--- config.mk ---
export PLATFORM = sky130hd
export DESIGN_NAME = fb_swap_ctrl
export DESIGN_NICKNAME = d
export VERILOG_FILES = /design/src/rtl/graphics_pkg.sv /design/src/rtl/fb_fill_counter.sv /design/src/rtl/fb_swap_ctrl.sv
export SDC_FILE = /design/constraint.sdc
export NUM_CORES = 1
export LEC_CHECK = 0
export CORE_MARGIN = 1
export CORE_UTILIZATION = 40
export CTS_CLUSTER_DIAMETER = 150
export CTS_CLUSTER_SIZE = 25
export DETAILED_ROUTE_END_ITERATION = 10
export PLACE_DENSITY = 0.7
export SLEW_MARGIN = 20
export SYNTH_ARGS = -nofsm -noshare
export SYNTH_HDL_FRONTEND = slang
export SYNTH_HIERARCHICAL = 1
export SYNTH_SLANG_ARGS = --single-unit
--- constraint.sdc ---
create_clock -name clk -period 4.75 [get_ports clk]
set_input_delay 0.95 -clock clk [delete_from_list [all_inputs] [get_ports clk]]
set_output_delay 0.95 -clock clk [all_outputs]
set_load 0.02 [all_outputs]
--- src/rtl/graphics_pkg.sv ---
// Shared playfield geometry and controller state encoding for the
// double-buffered framebuffer swap logic.
package graphics_pkg;

  localparam int XMAX        = 240;
  localparam int YMAX        = 264;
  localparam int VACTIVE     = 480;
  localparam int FB_ADDR_MAX = XMAX * YMAX - 1;

  typedef enum logic [1:0] {
    ST_IDLE,
    ST_FILL,
    ST_WAIT_VB,
    ST_SWAP
  } fb_state_e;

endpackage

--- src/rtl/fb_fill_counter.sv ---
// Column-major fill coordinate tracker: y runs fastest, x steps when y wraps,
// and a linear address runs alongside so no multiplier is needed.
module fb_fill_counter #(
  parameter int XMAX = graphics_pkg::XMAX,
  parameter int YMAX = graphics_pkg::YMAX
) (
  input  logic        clk,
  input  logic        rst,
  input  logic        clear,
  input  logic        advance,
  output logic [7:0]  x,
  output logic [8:0]  y,
  output logic [15:0] addr,
  output logic        last
);
  import graphics_pkg::*;

  localparam logic [7:0] X_LAST = 8'(XMAX - 1);
  localparam logic [8:0] Y_LAST = 9'(YMAX - 1);

  assign last = (x == X_LAST) && (y == Y_LAST);

  // Step to the next pixel on each accepted write; the final pixel wraps everything to 0.
  always_ff @(posedge clk) begin
    if (!rst || clear) begin
      x    <= '0;
      y    <= '0;
      addr <= '0;
    end else if (advance) begin
      if (last) begin
        x    <= '0;
        y    <= '0;
        addr <= '0;
      end else begin
        addr <= addr + 16'd1;
        if (y == Y_LAST) begin
          y <= '0;
          x <= x + 8'd1;
        end else begin
          y <= y + 9'd1;
        end
      end
    end
  end

endmodule

--- src/rtl/fb_swap_ctrl.sv ---
// Double-buffer controller: renders a frame into the back bank, then waits for
// the next vertical blanking edge to flip which bank the VGA path displays.
module fb_swap_ctrl #(
  parameter int XMAX    = graphics_pkg::XMAX,
  parameter int YMAX    = graphics_pkg::YMAX,
  parameter int VACTIVE = graphics_pkg::VACTIVE
) (
  input  logic        clk,
  input  logic        rst,
  input  logic [9:0]  vc,
  input  logic        render_req,
  input  logic        pix_valid,
  input  logic [7:0]  pix_data,
  output logic        pix_ready,
  output logic [7:0]  fill_x,
  output logic [8:0]  fill_y,
  output logic [1:0]  wr_en,
  output logic [15:0] wr_addr,
  output logic [7:0]  wr_data,
  output logic        disp_bank,
  output logic        swap,
  output logic        frame_drop,
  output logic        busy
);
  import graphics_pkg::*;

  localparam logic [9:0] VB_LINE = 10'(VACTIVE);

  fb_state_e state, state_next;
  logic      disp_q;
  logic      vb_hist;
  logic      vb_now;
  logic      vb_edge;
  logic      fill_active;
  logic      transfer;
  logic      last;
  logic      clear;

  assign vb_now      = (vc >= VB_LINE);
  assign vb_edge     = vb_now & ~vb_hist;
  assign fill_active = (state == ST_FILL) & rst;
  assign transfer    = fill_active & pix_valid;

  assign pix_ready = fill_active;
  assign wr_en     = transfer ? (disp_q ? 2'b01 : 2'b10) : 2'b00;
  assign wr_data   = pix_data;
  assign disp_bank = disp_q;

  fb_fill_counter #(
    .XMAX (XMAX),
    .YMAX (YMAX)
  ) u_counter (
    .clk     (clk),
    .rst     (rst),
    .clear   (clear),
    .advance (transfer),
    .x       (fill_x),
    .y       (fill_y),
    .addr    (wr_addr),
    .last    (last)
  );

  // State, displayed bank and vblank history; history starts high so reset never fakes an edge.
  always_ff @(posedge clk) begin
    if (!rst) begin
      state   <= ST_IDLE;
      disp_q  <= 1'b0;
      vb_hist <= 1'b1;
    end else begin
      state   <= state_next;
      vb_hist <= vb_now;
      if (state == ST_SWAP) begin
        disp_q <= ~disp_q;
      end
    end
  end

  // Next state and pulses; a vblank edge that lands on the final write is not a drop.
  always_comb begin
    state_next = state;
    swap       = 1'b0;
    frame_drop = 1'b0;
    clear      = 1'b0;
    busy       = 1'b0;
    case (state)
      ST_IDLE: begin
        if (render_req) begin
          state_next = ST_FILL;
          clear      = 1'b1;
        end
      end
      ST_FILL: begin
        busy = 1'b1;
        if (transfer && last) begin
          state_next = ST_WAIT_VB;
        end else if (vb_edge) begin
          frame_drop = rst;
        end
      end
      ST_WAIT_VB: begin
        busy = 1'b1;
        if (vb_edge) begin
          state_next = ST_SWAP;
        end
      end
      ST_SWAP: begin
        swap       = rst;
        state_next = ST_IDLE;
      end
      default: begin
        state_next = ST_IDLE;
      end
    endcase
  end

endmodule

[After elaboration in Yosys (flattened, before gate mapping)]
Cells that the tools add are included.
Operators by class
  add/sub/neg operators: 3
  magnitude comparators: 1
  eq/ne operators: 8
  multiplexer cells: 18
  bitwise operators: 5
  reductions and logical operators: 9
Operator list (count)
  9-bit 2-to-1 mux: 2
  16-bit by 1-bit adder with 16-bit output, second input constant: 1
  16-bit 2-to-1 mux: 1
  8-bit 2-to-1 mux: 2
  10-bit by 9-bit greater-or-equal comparator with 1-bit output, second input constant: 1
  2-bit 2-to-1 mux: 5
  9-bit by 1-bit adder with 9-bit output, second input constant: 1
  9-bit equality test, second input constant: 1
  8-bit by 1-bit adder with 8-bit output, second input constant: 1
  8-bit equality test, second input constant: 1
  2-bit case mux with 4 select lines: 1
  1-bit 2-to-1 mux: 7
  2-bit equality test, second input constant: 2
  2-bit inequality test, second input constant: 2
  1-bit AND: 3
  3-bit AND reduction: 1
  2-bit by 1-bit equality test with 1-bit output, second input constant: 1
  1-bit logical AND: 2
  2-bit zero test: 1
  2-bit by 1-bit inequality test with 1-bit output, second input constant: 1
  1-bit NOT: 2
  2-bit AND reduction: 1
  2-bit nonzero test: 1
  2-bit OR reduction: 1
  2 further kinds: 2
Word-level totals
  register bits after elaboration: 37
  bits of input ports: 22

[Depth between registers and ports, before layout]
Gate-level depths: netlist of run 1.
  depth after elaboration: 6
  depth in mapped cells: 8

[Modules after synthesis]
The synthesis of run 1 kept the hierarchy.
Modules (own cells, without submodules)
  fb_fill_counter: instances 1, cells each 170, area an instance 1510.2 um^2, seq. area each 660.6 um^2
  fb_swap_ctrl: instances 1, cells each 45, area an instance 369.1 um^2, seq. area each 80.1 um^2

[Least setup slack after synthesis of run 1]
Ideal clock, no wire load.
  path kind: input to output
  start point: input port rst
  end point: output port frame_drop
  data arrival time: 1.550 ns
  required time: 3.800 ns
  setup slack: 2.250 ns
  stages: 3
  cell sequence: and2_1 nand2_1 nor2_1
Between the ends
  word-level cells in the longest chain between the ends: 5
  elaborated cells on any way between the ends: 6
  classes of those cells: mux: 3; bitwise: 2; reduce/logical: 1
RTL lines
  start: declaration: RTL line fb_swap_ctrl.sv:9  | input logic rst,
  1-bit AND: RTL line fb_swap_ctrl.sv:41  | assign fill_active = (state == ST_FILL) & rst;
  1-bit AND: RTL line fb_swap_ctrl.sv:42  | assign transfer = fill_active & pix_valid;
  1-bit logical AND: RTL line fb_swap_ctrl.sv:94  | if (transfer && last) begin
  1-bit 2-to-1 mux (*): RTL line fb_swap_ctrl.sv:94
  1-bit 2-to-1 mux (*): RTL line fb_swap_ctrl.sv:85  | case (state)
  end: declaration: RTL line fb_swap_ctrl.sv:22  | output logic frame_drop,
Every way passes the cells marked *; elsewhere a longest branch is shown, timed or not.

[Worst setup path after layout of run 1]
  start point: input port rst
  end point: output port wr_en[1]
Between the ends
  word-level cells in the longest chain between the ends: 3
RTL lines
  1-bit AND: RTL line fb_swap_ctrl.sv:41
  1-bit AND: RTL line fb_swap_ctrl.sv:42
  net transfer: RTL line fb_swap_ctrl.sv:35  | logic transfer;
  2-bit 2-to-1 mux: RTL line fb_swap_ctrl.sv:45  | assign wr_en = transfer ? (disp_q ? 2'b01 : 2'b10) : 2'b00;
  end: declaration: RTL line fb_swap_ctrl.sv:17  | output logic [1:0] wr_en,
The timed path passes the listed nets, and every way through them passes these cells.

==> results.cfg, run 1 <==
[status]
status = finished with violations
failed_checks = DRC

[global_route]
track_usage_pct = 16.8
antenna_found_initial = 0
grt_pass1_vias = 1533
grt_max_degree = 23
grt_pass1_wl_mm = 6.73
overflow = 0

[floorplan]
die_y_um = 70.5
ioPinCount = 70
die_w_um = 70.5
dieArea_um2 = 4980
coreArea_um2 = 4440
rows = 24
initial_core_util_pct = 42.3

[route]
num_vias = 1642
drt_wl_total_mm = 3.87
drc_errors = 11
drt-met1-wl_mm = 1.84
dr.pass1.iters = 7
met3_length_um = 226
viasPerCell = 5.25
drtAntennaViolNets = 0
met2WireLength_mm = 1.77
drt-initial-drc-count = 81
wl_per_cell_um = 12.4
top_layer_used = met4

[synthesis]
synth_adder_area_share_pct = 5.33
synthTopCellsByArea = dfxtp_1 39%, xor2_1 7.5%, nor2_1 6.4%, ha_1 5.3%, xnor2_1 4.7%
synth_compound_area_share_pct = 4.79
synth_xor_xnor_area_share_pct = 12.1
ys_seq_elements = 37
synth-simple-area-share_pct = 32.5
synthFlopType = dfxtp_1
yosys.area.top_type = dfxtp_1
ys_warn_count = 6
synth_top_area_share_pct = 39.4
syn_nets = 245
syn_inst = 215
avgSynthCellArea_um2 = 8.74
seq_area_frac_synth_pct = 39.4
synth_top_family_by_area = simple AND/OR/NAND/NOR gates
synth.distinct_cells = 34
synth_mux_area_share_pct = 1.07
async_flop_share_pct = 0
synth_area_um2 = 1880
synth_edf_count = 0

[final_layout]
final_layout_size_suffix_gt1_share_pct = 5.75
nets = 290
area_growth_pct = 30.0
multi_input_area_um2 = 1050
layout_commonest_cell = clkdlybuf4s50_1
ff_latch_area_um2 = 741
finalCoreUtilization_pct = 55.0
fill_cells = 447
antenna_cells = 0
final_cell_mix = 48 x clkdlybuf4s50_1, 37 x dfxtp_1, 32 x nor2_1

[setup_path]
worst-path-max-fanout = 20
startpoint_type = input port
critPathCaptureType = output pin
arrival_ns = 2.81
rr_startpoint = state[1]
path_delay_family = buffers and inverters
r2r_cells = 8
required_ns = 3.80
r2r_slack_ns = 2.63
path_class = in -> out
cp_common_cell = clkdlybuf4s50_1
cpMaxStageDelayCell = clkdlybuf4s50_1
critical-path-max-stage-delay_ns = 0.66
crit_chain = clkdlybuf4s50_1 -> and3_1 -> buf_4 -> nor2b_1 -> clkdlybuf4s50_1
critical_path_buf_inv_count = 3
r2r-end = u_counter/addr[15]

[hold_path]
min_from = u_counter/addr[14]
hold_end = u_counter/addr[14]
hold_path.class = reg -> reg
hold_depth = 2

[power]
swShare_pct = 30.4
p_comb_share_pct = 24.4
irDropWorstVdd_v = 0.000199
total_power_uw = 723
leakage_nw = 0.891
p_sw_uw = 220
power_density_nw_per_um2 = 296
intPower_uw = 503
seqPwrFrac_pct = 46.3
pwr-share-clk_pct = 29.3

[job]
drv_cap = 0

[sta]
fin_skew_ns = 0.0101
fin_crit_ns = 3.76
max_freq_mhz = 266
final.setup.tns_ns = 0
relSlewSlack_pct = 77.6
grt_setup_unrepaired = false
setup_viol = 0
tightestPinTransition_ns = 0.333
postLayoutSetupSlackWorst_ns = 0.987
finalHoldViolCount = 0
drv_slew = 0
min_period_over_period_pct = 79.2

[clocking]
cts-root-buf = clkbuf_8
clockBufferDepth = 2
cts_tree = built
post_cts_resized = 0
clk_latency_ns = 0.29
post_cts_buffers = 0
clock-sinks = 37
h-tree-depth = 2
cts_hold_buf = 0
clk_pin_slew_ns = 0.08
cts_inserted_buffers = 5

[placed_design]
place_ws_ns = 0.995
portBuffers = 48
place_hpwl_mm = 2.84
place_congestion = 0.748
[layer usage]
layer / up-vias / track usage [%]
li1: 823 / -
met1: 769 / 20.4
met2: 44 / 28.5
met3: 6 / 5.27
met4: 0 / 5.78
met5: - / 0
[metrics by stage]
stage          hold slack (ns)  area (um^2)  instances
6_report                 0.508         2440        313
5_1_grt                  0.553         2440        313
4_1_cts                  0.510         2440        313
3_5_place_dp             0.497         2360        305
3_3_place_gp             0.487         2360        305
2_1_floorplan            0.468         1880        215
[worst max path at each step]
stage	slack (ns)	start	endpoint	depth (start not counted)
after floorplan	2.25	rst	frame_drop	3
after global placement	0.99	rst	wr_en[1]	5
after detailed placement	0.99	rst	wr_en[1]	5
after CTS	0.99	rst	wr_en[1]	5
after global routing	0.84	rst	wr_en[1]	5
final	0.99	rst	wr_en[1]	5
[flip-flops by register name, summed over array words and instances, names as in the netlist]
name,count
state,2
u_counter/addr,16
vb_hist,1
u_counter/y,9
u_counter/x,8
disp_bank,1
[synthesized netlist by cell type, drive strengths merged (2+ instances only)]
library cell	n
dfxtp	37
and3	8
o21ai	4
nand3	8
ha	8
nand2b	4
a21oi	9
nor2	32
nor4	3
nand3b	2
inv	3
nand4	13
buf	11
xor2	16
and2	5
mux2i	2
nand2	20
nor2b	4
or3	3
and4	5
nor3	2
xnor2	10
[cell families after synthesis]
logic type      Yosys count
mux                       2
compound gates           15
fa+ha+maj                 8
simple gates            112
flops                    37
xor+xnor                 26
buf+inv                  15
[power by group through the flow]
stage | Sequential (mW) | Combinational [mW] | Clock [mW]
after floorplan | 0.342 | 0.126 | 0
after global placement | 0.341 | 0.176 | 0
after detailed placement | 0.342 | 0.177 | 0
after CTS | 0.334 | 0.179 | 0.220
after global routing | 0.336 | 0.198 | 0.234
final | 0.335 | 0.176 | 0.212
[layout make-up]
| class | instances | area share [%] |
|---|---|---|
| inverters | 3 | 0.461 |
| well taps | 52 | 2.66 |
| flip-flops and latches | 37 | 30.3 |
| multi-input cells | 163 | 42.9 |
| clock inverters | 2 | 0.410 |
| repair buffers | 50 | 20.3 |
| clock buffers | 6 | 2.97 |
[tightest hold or removal path, cell delays in order (launching register included)]
cell and delay [ns]:
dfxtp_1 0.33, o21ai_0 0.07, a21oi_1 0.06
Note: power is estimated with default switching activity, not from simulation.
==> run 2: changes to the inputs <==
Clock period 4.75 ns to 3.8 ns, I/O delays scaled along.
==> results.cfg, run 2 (synthesis results as in run 1) <==
[status]
status = finished with violations
failed_checks = DRC

[global_route]
grt_pass1_vias = 1496
track_usage_pct = 16.7
grt_max_degree = 23
overflow = 0
grt_pass1_wl_mm = 6.57
antenna_found_initial = 0

[sta]
max_freq_mhz = 313
setup_viol = 0
final.setup.tns_ns = 0
grt_setup_unrepaired = false
min_period_over_period_pct = 84.0
drv_slew = 0
relSlewSlack_pct = 76.4
tightestPinTransition_ns = 0.353
fin_skew_ns = 0.00424
finalHoldViolCount = 0
fin_crit_ns = 3.19

[clocking]
cts-root-buf = clkbuf_8
cts_inserted_buffers = 5
clk_pin_slew_ns = 0.07
cts_tree = built
clock-sinks = 37
h-tree-depth = 2
post_cts_buffers = 0
cts_hold_buf = 0
clockBufferDepth = 2
clk_latency_ns = 0.29
post_cts_resized = 0

[floorplan]
coreArea_um2 = 4440
rows = 24
ioPinCount = 70
die_w_um = 70.5
dieArea_um2 = 4980
die_y_um = 70.5
initial_core_util_pct = 42.3

[placed_design]
place_congestion = 0.739
portBuffers = 48
place_hpwl_mm = 2.80

[final_layout]
largest-register = u_counter/addr
fill_cells = 415
finalCoreUtilization_pct = 55.4
reg_top3 = u_counter/addr: 16 flops, u_counter/y: 9 flops, u_counter/x: 8 flops
layout_commonest_cell = clkdlybuf4s50_1
ff_latch_area_um2 = 741
area_growth_pct = 31.0
nets = 290
final_layout_size_suffix_gt1_share_pct = 6.13
antenna_cells = 0
largest_reg_flops = 16
final_cell_mix = 48 x clkdlybuf4s50_1, 37 x dfxtp_1, 32 x nor2_1
multi_input_area_um2 = 1050

[setup_path]
crit_chain = clkdlybuf4s50_1 -> and3_1 -> nor2b_1 -> clkdlybuf4s50_1
arrival_ns = 2.43
startpoint_type = input port
critPathCaptureType = output pin
required_ns = 3.04
critical-path-max-stage-delay_ns = 0.68
cp_common_cell = clkdlybuf4s50_1
critical_path_buf_inv_count = 2
cpMaxStageDelayCell = clkdlybuf4s50_1
path_delay_family = buffers and inverters
worst-path-max-fanout = 11
path_class = in -> out

[route]
wl_per_cell_um = 12.5
drt-initial-drc-count = 117
viasPerCell = 5.14
drt_wl_total_mm = 3.93
dr.pass1.iters = 7
drtAntennaViolNets = 0
drc_errors = 10
num_vias = 1609

[power]
power_density_nw_per_um2 = 381
irDropWorstVdd_v = 0.000257
leakage_nw = 0.900

[job]
drv_cap = 0

[hold_path]
hold_path.class = reg -> reg
## run 2: cell count changes in the layout (fill, tap and decap cells not counted), sizes merged
| cell | before | now |
|---|---|---|
| clkbuf | 6 | 7 |
| clkinv | 2 | 1 |
## run 2: cell type report
class / instances / area share [%]
clock buffers: 7 / 3.91
clock inverters: 1 / 0.203
inverters: 3 / 0.457
multi-input cells: 163 / 42.6
flip-flops and latches: 37 / 30.1
well taps: 52 / 2.64
repair buffers: 50 / 20.1
## run 2: where the power goes
part | leakage [nW] | internal (mW) | switching (mW) | total, mW
Clock | 0.0542 | 0.164 | 0.136 | 0.300
Sequential | 0.299 | 0.402 | 0.0164 | 0.419
Combinational | 0.547 | 0.0989 | 0.121 | 0.220
## run 2: metrics by stage
stage / hold WS, ns / power, mW / cell area, um^2 / std cells / setup WS (ns)
after floorplan: 0.468 / 0.585 / 1880 / 215 / 1.50
after global placement: 0.486 / 0.646 / 2360 / 305 / 0.624
after detailed placement: 0.503 / 0.649 / 2360 / 305 / 0.589
after CTS: 0.514 / 0.953 / 2460 / 313 / 0.592
after global routing: 0.529 / 1.00 / 2460 / 313 / 0.525
final: 0.509 / 0.938 / 2460 / 313 / 0.608
## run 2: worst paths after layout
path / start / endpoint / slack, ns / cells past startpoint
setup / recovery: rst / wr_en[1] / 0.61 / 4
hold / removal: state[1] / state[1] / 0.51 / 2
setup reg to reg: state[1] / u_counter/addr[15] / 1.64 / 8
hold reg to reg: state[1] / state[1] / 0.51 / 2
## run 2: worst min-delay path, cell delays in order, from the launching register on
cell	delay [ns]
dfxtp_1	0.34
nand2_1	0.06
mux2i_1	0.06
## run 2: metal layers
layer  wire length (um)  part of all wire [%]  track usage (%)
met1               1880                    48             21.0
met2               1770                    45             26.4
met3                239                   6.1             6.70
met5                  0                     0                0
met4                 42                   1.1             5.11
